[src/rtl/mem_arbiter.sv]
// mem_arbiter: grants the byte-serial memory controller to fetch or LSB, LSB-first with fetch anti-starvation
module mem_arbiter #(
  parameter int          STARVE_LIMIT = 4,
  parameter logic [31:0] IO_BASE      = 32'h00030000
) (
  input  logic        clk_in,
  input  logic        rst_in,
  input  logic        rdy_in,
  input  logic        flush,
  input  logic        io_buffer_full,
  input  logic        if_en,
  input  logic [31:0] if_addr,
  output logic        if_rdy,
  output logic [31:0] if_data,
  input  logic        lsb_en,
  input  logic        lsb_wr,
  input  logic [31:0] lsb_addr,
  input  logic [3:0]  lsb_type,
  input  logic [31:0] lsb_wdata,
  output logic        lsb_rdy,
  output logic [31:0] lsb_rdata,
  output logic        mc_en,
  output logic        mc_wr,
  output logic [31:0] mc_addr,
  output logic [3:0]  mc_type,
  output logic [31:0] mc_wdata,
  input  logic        mc_rdy,
  input  logic [31:0] mc_rdata
);
  localparam int CW = $clog2(STARVE_LIMIT + 1);
  localparam logic [CW-1:0] LIM = CW'(STARVE_LIMIT);
  typedef enum logic [1:0] {IDLE, BUSY, RESP} state_t;
  state_t state, state_d;
  logic [CW-1:0] starve_cnt, cnt_d;
  logic drop, drop_d, own_lsb, own_d;
  logic en_d, wr_d, if_rdy_d, lsb_rdy_d;
  logic [31:0] addr_d, wdata_d, if_data_d, lsb_rdata_d;
  logic [3:0] type_d;
  logic lsb_ok, pick_lsb;
  // IO stores wait while the IO buffer is full; loads are always allowed
  assign lsb_ok   = lsb_en && (!lsb_wr || !(lsb_addr >= IO_BASE && io_buffer_full));
  assign pick_lsb = lsb_ok && (!if_en || starve_cnt < LIM);
  // next-state and registered-output logic; grants only from IDLE, so RESP never regrants a held-over request
  always_comb begin
    state_d = state;
    cnt_d = starve_cnt;
    drop_d = drop;
    own_d = own_lsb;
    en_d = mc_en;
    wr_d = mc_wr;
    addr_d = mc_addr;
    type_d = mc_type;
    wdata_d = mc_wdata;
    if_rdy_d = 1'b0;
    lsb_rdy_d = 1'b0;
    if_data_d = if_data;
    lsb_rdata_d = lsb_rdata;
    case (state)
      IDLE: if (!flush && (lsb_ok || if_en)) begin
        own_d = pick_lsb;
        en_d = 1'b1;
        wr_d = pick_lsb && lsb_wr;
        addr_d = pick_lsb ? lsb_addr : if_addr;
        type_d = pick_lsb ? lsb_type : 4'b0010;
        wdata_d = pick_lsb ? lsb_wdata : 32'd0;
        cnt_d = (pick_lsb && if_en) ? ((starve_cnt == LIM) ? LIM : starve_cnt + 1'b1) : '0;
        state_d = BUSY;
      end
      BUSY: begin
        drop_d = drop | (flush & ~mc_wr);
        if (mc_rdy) begin
          en_d = 1'b0;
          state_d = RESP;
          if_rdy_d = !drop_d && !own_lsb;
          lsb_rdy_d = !drop_d && own_lsb;
          if_data_d = (!drop_d && !own_lsb) ? mc_rdata : if_data;
          lsb_rdata_d = (!drop_d && own_lsb) ? mc_rdata : lsb_rdata;
        end
      end
      default: begin
        drop_d = 1'b0;
        state_d = IDLE;
      end
    endcase
  end
  // state register; everything freezes while rdy_in is low
  always_ff @(posedge clk_in or negedge rst_in) begin
    if (!rst_in) begin
      state <= IDLE;
      starve_cnt <= '0;
      drop <= 1'b0;
      own_lsb <= 1'b0;
      mc_en <= 1'b0;
      mc_wr <= 1'b0;
      mc_addr <= '0;
      mc_type <= '0;
      mc_wdata <= '0;
      if_rdy <= 1'b0;
      if_data <= '0;
      lsb_rdy <= 1'b0;
      lsb_rdata <= '0;
    end else if (rdy_in) begin
      state <= state_d;
      starve_cnt <= cnt_d;
      drop <= drop_d;
      own_lsb <= own_d;
      mc_en <= en_d;
      mc_wr <= wr_d;
      mc_addr <= addr_d;
      mc_type <= type_d;
      mc_wdata <= wdata_d;
      if_rdy <= if_rdy_d;
      if_data <= if_data_d;
      lsb_rdy <= lsb_rdy_d;
      lsb_rdata <= lsb_rdata_d;
    end
  end
endmodule
[config.mk]
export PLATFORM = sky130hd
export DESIGN_NAME = mem_arbiter
export DESIGN_NICKNAME = d
export VERILOG_FILES = /design/src/rtl/mem_arbiter.sv
export SDC_FILE = /design/constraint.sdc
export NUM_CORES = 1
export LEC_CHECK = 0
export CAP_MARGIN = 10
export CORE_ASPECT_RATIO = 0.9
export CORE_MARGIN = 5
export CORE_UTILIZATION = 34
export DETAILED_ROUTE_END_ITERATION = 6
export GPL_TIMING_DRIVEN = 0
export PLACE_DENSITY = 0.77
export REMOVE_ABC_BUFFERS = 1
export SLEW_MARGIN = 10
export SYNTH_ARGS = -nofsm -noshare
export SYNTH_HDL_FRONTEND = slang
export SYNTH_SLANG_ARGS = --single-unit
[constraint.sdc]
create_clock -name clk_in -period 2.39 [get_ports clk_in]
set_input_delay 0.239 -clock clk_in [delete_from_list [all_inputs] [get_ports clk_in]]
set_output_delay 0.239 -clock clk_in [all_outputs]
set_load 0.05 [all_outputs]
==> qor.csv, run 1 <==
metric;value;unit
status;finished, final reports clean;
critical_path_class;in -> reg;
ant_nets;0;
io_buffer_count;276;
grt_max_degree;80;
drt_iter0_markers;292;
vias_per_cell;5.062;
via_count;5710;
drive_gt1_frac;0.1800;
whs;0.3554;ns
switching_share;0.4590;
seqPwrFrac;0.289;
r2r-start;state[0];
place_congestion;0.8320;
syn_to_final_growth;58.64;%
cp-end-kind;register;
cts_tree;yes;
root_buffer;clkbuf_16;
grt_pass1_vias;5951;
p_int;7.366;mW
crit-reg2reg-capture;mc_addr[26];
wl_per_cell;18.76;microns
cp.arrival;2.65;ns
rsz0062_at_grt;no;
crit_fanout;14;
grt_pass1_wl;32690;microns
syn_area;6706;sq um
vdd_drop_max;0.8898;mV
drc;0;
pwr-share-clk;0.188;
postSynthAreaPerCell;11.44;sq um
hold_path.class;in -> async;
fin_skew;0.01162;ns
timing.final.crit_share;0.9866;
maxSlewViolCount;0;
start_util;0.3479;
slowest_delay;0.58;ns
nets;1008;
cp_cell_sequence;clkdlybuf4s50_1 -> nor4_4 -> buf_4 -> and4_1 -> o211ai_1 -> mux2_1;
fin_cells;1128;
rows;48;
insertion_delay;0.42;ns
start_kind;input port;
dp_hpwl;14810;microns
combinationalPowerShare;0.523;
tightestPinTransition;0.9842;ns
fin_area;10640;sq um
p_leak;4.520;nW
antenna_found_initial;0;
drv_cap;0;
ys_warn_count;0;
routed_wl;21160;microns
fill_cells;1593;
placed_area;9848;sq um
critPathRequiredTime;2.69;ns
core_area;19280;sq um
power_density;1280;nW/um^2
cts_buffer_depth;2;
dpl.cell_count;1082;
setup_violations;0;
io_pins;277;
layout_setup_ws;0.03194;ns
ys_seq_area_frac;0.5336;
slowest_stage;nor4_4;
cts_sinks;143;
ff2ff_path_depth;5;
dp_slack;-1.490;ns
diodes;0;
fin_setup_tns;0;ns
rrSetupSlack;0.22;ns
track_usage;0.1833;
numCtsBuffers;17;
multi_input_area;3040;sq um
syn_inst;586;
switchingPower;6.248;mW
clk_pin_slew;0.07;ns
die_width;158.0;microns
overflow;0;
finalHoldViolations;0;
synth.ff_latch_count;143;
clock.fmax;424.1;MHz
regArea;3578;sq um
relSlewSlack;0.3438;
fp.dieH;143.2;microns
dr.pass1.iters;7;
die-area;22640;sq um
synth_cell_types;36;
htree_levels;4;
period_needed;2.358;ns
## final cells by class
class	instances	share of cell area
Clock buffer	19	0.04257
Clock inverter	13	0.01141
Inverter	4	0.001411
Multi-Input combinational cell	397	0.2858
Sequential cell	143	0.3364
Tap cell	250	0.02940
Timing Repair Buffer	302	0.2931
## worst max-delay path, delay by kind of cell
kind	cells	cell delay, ns
and+or+nand+nor	2	1.10
AOI/OAI and AO/OA	1	0.23
buffers and inverters	2	0.75
muxes	1	0.33
## worst max-delay path by stage
stage | from | end | slack, ns | depth (start not counted)
detailed placement | lsb_wr | mc_addr[9] | -1.49 | 5
global route | lsb_addr[20] | mc_addr[24] | 0.006 | 6
finish | lsb_addr[20] | mc_addr[24] | 0.03 | 6
floorplan | lsb_addr[20] | own_lsb | -3.32 | 4
CTS | io_buffer_full | mc_addr[11] | 0.04 | 5
global placement | lsb_addr[20] | own_lsb | -6.26 | 5
## per-stage QoR
stage,util,power [mW]
6_report,0.5519,13.61
2_1_floorplan,-,8.332
3_3_place_gp,0.4957,10.93
5_1_grt,0.5519,14.24
3_5_place_dp,0.5108,11.07
4_1_cts,0.5500,13.78
## layout by cell type, fill, tap and decap left out, drive strengths merged, types with 4 or more instances in the layout
master | Yosys | final
clkdlybuf4s50 | 0 | 273
nand2 | 143 | 144
dfrtp | 143 | 143
mux2 | 97 | 97
mux2i | 38 | 38
o211ai | 33 | 33
nand3 | 32 | 32
buf | 22 | 26
clkbuf | 23 | 19
a41o | 18 | 18
inv | 4 | 10
nor4 | 4 | 4
a21o | 4 | 4
clkinvlp | 0 | 4
o21ai | 3 | 4
## cell families after synthesis
logic type,after synthesis,synth area share
DFF,143,0.5336
adders and majority gates,2,0.003731
AOI/OAI and AO/OA,68,0.08545
muxes,135,0.2196
buffers and inverters,49,0.03582
and+or+nand+nor,189,0.1218
## power groups by stage
stage	sequential (mW)	combinational [mW]	clock, mW
2_1_floorplan	7.26	1.07	0
4_1_cts	3.93	7.18	2.67
5_1_grt	4.06	7.41	2.77
3_5_place_dp	3.96	7.11	0
6_report	3.93	7.12	2.56
3_3_place_gp	3.91	7.02	0
## repair_timing
item | in CTS | in global routing
endpoints found under the hold margin | 64 | 0
buffers inserted | 8 | 2
resized for setup | 7 | 3
cloned | 2 | 1
hold buffers | 1 | 0
pin swaps | 3 | 2
setup endpoints to repair | 75 | 56
## cells in the mapped netlist
master,number,share of area
a41oi_4,1,0.0041
mux2i_1,38,0.057
nor2b_1,2,0.0019
dfrtp_1,143,0.53
nor4b_2,2,0.0045
nor4_2,2,0.0037
buf_6,4,0.0067
mux2_1,15,0.025
o21ai_0,2,0.0015
nand3_1,32,0.024
and4_1,1,0.0013
and2_1,1,0.00093
o31ai_1,1,0.0011
o211ai_1,33,0.037
inv_1,4,0.0022
a211oi_1,1,0.0011
nor4b_1,1,0.0013
buf_1,1,0.00056
a21o_1,4,0.0045
buf_2,15,0.011
o21ai_4,1,0.0024
nor2_1,1,0.00056
clkbuf_1,23,0.013
ha_1,2,0.0037
a21boi_1,1,0.0011
nor4_1,2,0.0019
mux2_2,82,0.14
a31oi_1,1,0.00093
a21bo_2,1,0.0015
o21bai_1,1,0.0011
a21oi_1,3,0.0022
and2_0,1,0.00093
a41o_1,18,0.027
nand2_1,143,0.080
nand4_1,1,0.00093
buf_4,2,0.0022
## registers in the layout, summed over array words and instances (netlist names)
register,flops
own_lsb,1
mc_en,1
starve_cnt,3
lsb_rdy,1
if_data,32
state,2
mc_wdata,32
lsb_rdata,32
if_rdy,1
mc_type,4
mc_wr,1
mc_addr,32
drop,1
## per-layer routing
| layer | wire (microns) | GRT usage | part of all wire |
|---|---|---|---|
| met4 | 333 | 0.05296 | 0.016 |
| met1 | 8412 | 0.2246 | 0.40 |
| met2 | 10210 | 0.2962 | 0.48 |
| met5 | 0 | 0 | 0 |
| met3 | 2207 | 0.07909 | 0.10 |
Power figures use the tool's default switching activity.
==> run 2, diff against run 1 <==
SKIP_LAST_GASP = 1   (was unset)
==> results of run 2 <==
Same layout as run 1: the final DEF is identical, and so are final timing and power.
==> run 3, diff against run 2 <==
CAP_MARGIN = 25   (was 10)
==> run 3 against run 2 <==
Against the previous run:
- first-iteration DRC count rose by 2.4%
- flip-flop and latch count is the same
- die area stayed put
- critical path depth unchanged
- fmax increased by 2.8%
==> qor.csv, run 3 (synthesized netlist as in run 1, its figures left out) <==
metric;value;unit;change
grt_pass1_wl;31900;microns;-2.4%
numCtsBuffers;17;;unchanged
rsz0062_at_grt;no;;
drv_cap;0;;unchanged
ant_nets;0;;unchanged
clock.fmax;436.1;MHz;+2.8%
io_pins;277;;unchanged
pwr-share-clk;0.206;;+0.018
die-area;22640;sq um;unchanged
fp.dieH;143.2;microns;unchanged
timing.final.crit_share;0.9594;;-0.02725
p_leak;4.547;nW;+0.60%
switching_share;0.4507;;-0.008242
combinationalPowerShare;0.511;;-0.012
critPathRequiredTime;2.68;ns;about the same
tightestPinTransition;0.7122;ns;-0.2720 ns
crit_fanout;25;;+11
period_needed;2.293;ns;-0.06512 ns
drt_iter0_markers;299;;+2.4%
fin_skew;0.01181;ns;+0.0001979 ns
switchingPower;6.261;mW;+0.21%
start_util;0.3479;;unchanged
mostFrequentLayoutCell;clkdlybuf4s50_1;;
placed_area;9868;sq um;+0.20%
track_usage;0.1786;;-0.004786
root_buffer;clkbuf_16;;
insertion_delay;0.42;ns;about the same
layout_common_cells;clkdlybuf4s50_1, dfrtp_1, nand2_1, mux2_2, mux2i_1;;
dp_slack;-1.364;ns;+0.1257 ns
routed_wl;20930;microns;-1.1%
setup_violations;0;;unchanged
place_congestion;0.8320;;unchanged
cp.arrival;2.59;ns;-0.06 ns
critical_path_class;in -> reg;;
rows;48;;unchanged
maxSlewViolCount;0;;unchanged
overflow;0;;unchanged
p_int;7.630;mW;+3.6%
hold_path.class;in -> async;;
cts_buffer_depth;2;;unchanged
whs;0.3582;ns;+0.002808 ns
seqPwrFrac;0.283;;-0.006
syn_to_final_growth;59.05;%;
fin_area;10670;sq um;+0.26%
power_density;1302;nW/um^2;+1.8%
power;13.89;mW;+2.0%
drive_gt1_frac;0.1820;;+0.002071
via_count;5716;;+0.11%
fin_setup_tns;0;ns;unchanged
cp-end-kind;register;;
finalHoldViolations;0;;unchanged
start_kind;input port;;
dr.pass1.iters;4;;-3
nets;1009;;+0.099%
wl_per_cell;18.53;microns;-1.2%
cts_sinks;143;;unchanged
layout_setup_ws;0.09706;ns;+0.06512 ns
io_buffer_count;276;;unchanged
dp_hpwl;14930;microns;+0.84%
vdd_drop_max;0.8953;mV;+0.62%
clk_pin_slew;0.07;ns;about the same
grt_max_degree;80;;unchanged
die_width;158.0;microns;unchanged
grt_pass1_vias;5884;;-1.1%
cts_tree;yes;;
antenna_found_initial;0;;unchanged
vias_per_cell;5.063;;about the same
diodes;0;;unchanged
htree_levels;4;;unchanged
core_area;19280;sq um;unchanged
relSlewSlack;0.5249;;+0.1811
status;finished, final reports clean;;
drc;0;;unchanged
run 3: metrics by stage:
stage | cells | util
after floorplan | 541 | -
after global placement | 1067 | 0.4957
after detailed placement | 1083 | 0.5119
after CTS | 1125 | 0.5518
after global routing | 1129 | 0.5533
final | 1129 | 0.5533
run 3: layout make-up:
| class | count | area, sq um |
|---|---|---|
| Sequential cell | 143 | 3578 |
| Tap cell | 250 | 312.8 |
| Clock buffer | 17 | 425.4 |
| Timing Repair Buffer | 304 | 3109 |
| Inverter | 4 | 15.01 |
| Clock inverter | 15 | 209.0 |
| Fill cell | 1628 | 8612 |
| Multi-Input combinational cell | 396 | 3017 |
run 3: path summary, 6_finish.rpt:
kind	from	endpoint	slack [ns]	depth (start not counted)
worst max-delay path	lsb_addr[17]	mc_addr[22]	0.1	6
worst min-delay path	rst_in	if_data[5]	0.36	2
worst max register to register	state[0]	mc_addr[22]	0.16	5
worst min register to register	mc_en	mc_en	0.49	1
max in group asynchronous	rst_in	mc_addr[16]	1.25	3
min in group clk_in	lsb_wdata[29]	mc_wdata[29]	0.37	3
run 3: per-layer routing:
layer | vias up | share of wire | global-route usage
li1 | 2652 | - | -
met1 | 2799 | 0.39 | 0.2117
met2 | 235 | 0.49 | 0.2942
met3 | 30 | 0.11 | 0.07636
met4 | 0 | 0.019 | 0.05745
met5 | - | 0 | 0
run 3: worst max-delay path, cell delays in order:
cell	delay, ns
clkdlybuf4s50_1	0.50
a211oi_4	0.56
a41oi_4	0.39
o21ai_4	0.30
buf_12	0.22
mux2_2	0.35
run 3: power by group through the flow:
stage / sequential (mW) / combinational (mW) / clock (mW)
global route: 4.06 / 7.39 / 3.07
CTS: 3.93 / 7.17 / 2.96
finish: 3.93 / 7.10 / 2.86
detailed placement: 3.96 / 7.12 / 0
floorplan: 7.26 / 1.07 / 0
global placement: 3.91 / 7.02 / 0
run 3: what timing repair did:
action,in CTS,in global routing
cloned,1,1
gates resized for setup,7,4
hold buffers,1,0
setup buffers,8,3
hold endpoints to repair,64,0
endpoints found under the setup margin,75,59
pin swaps,4,3
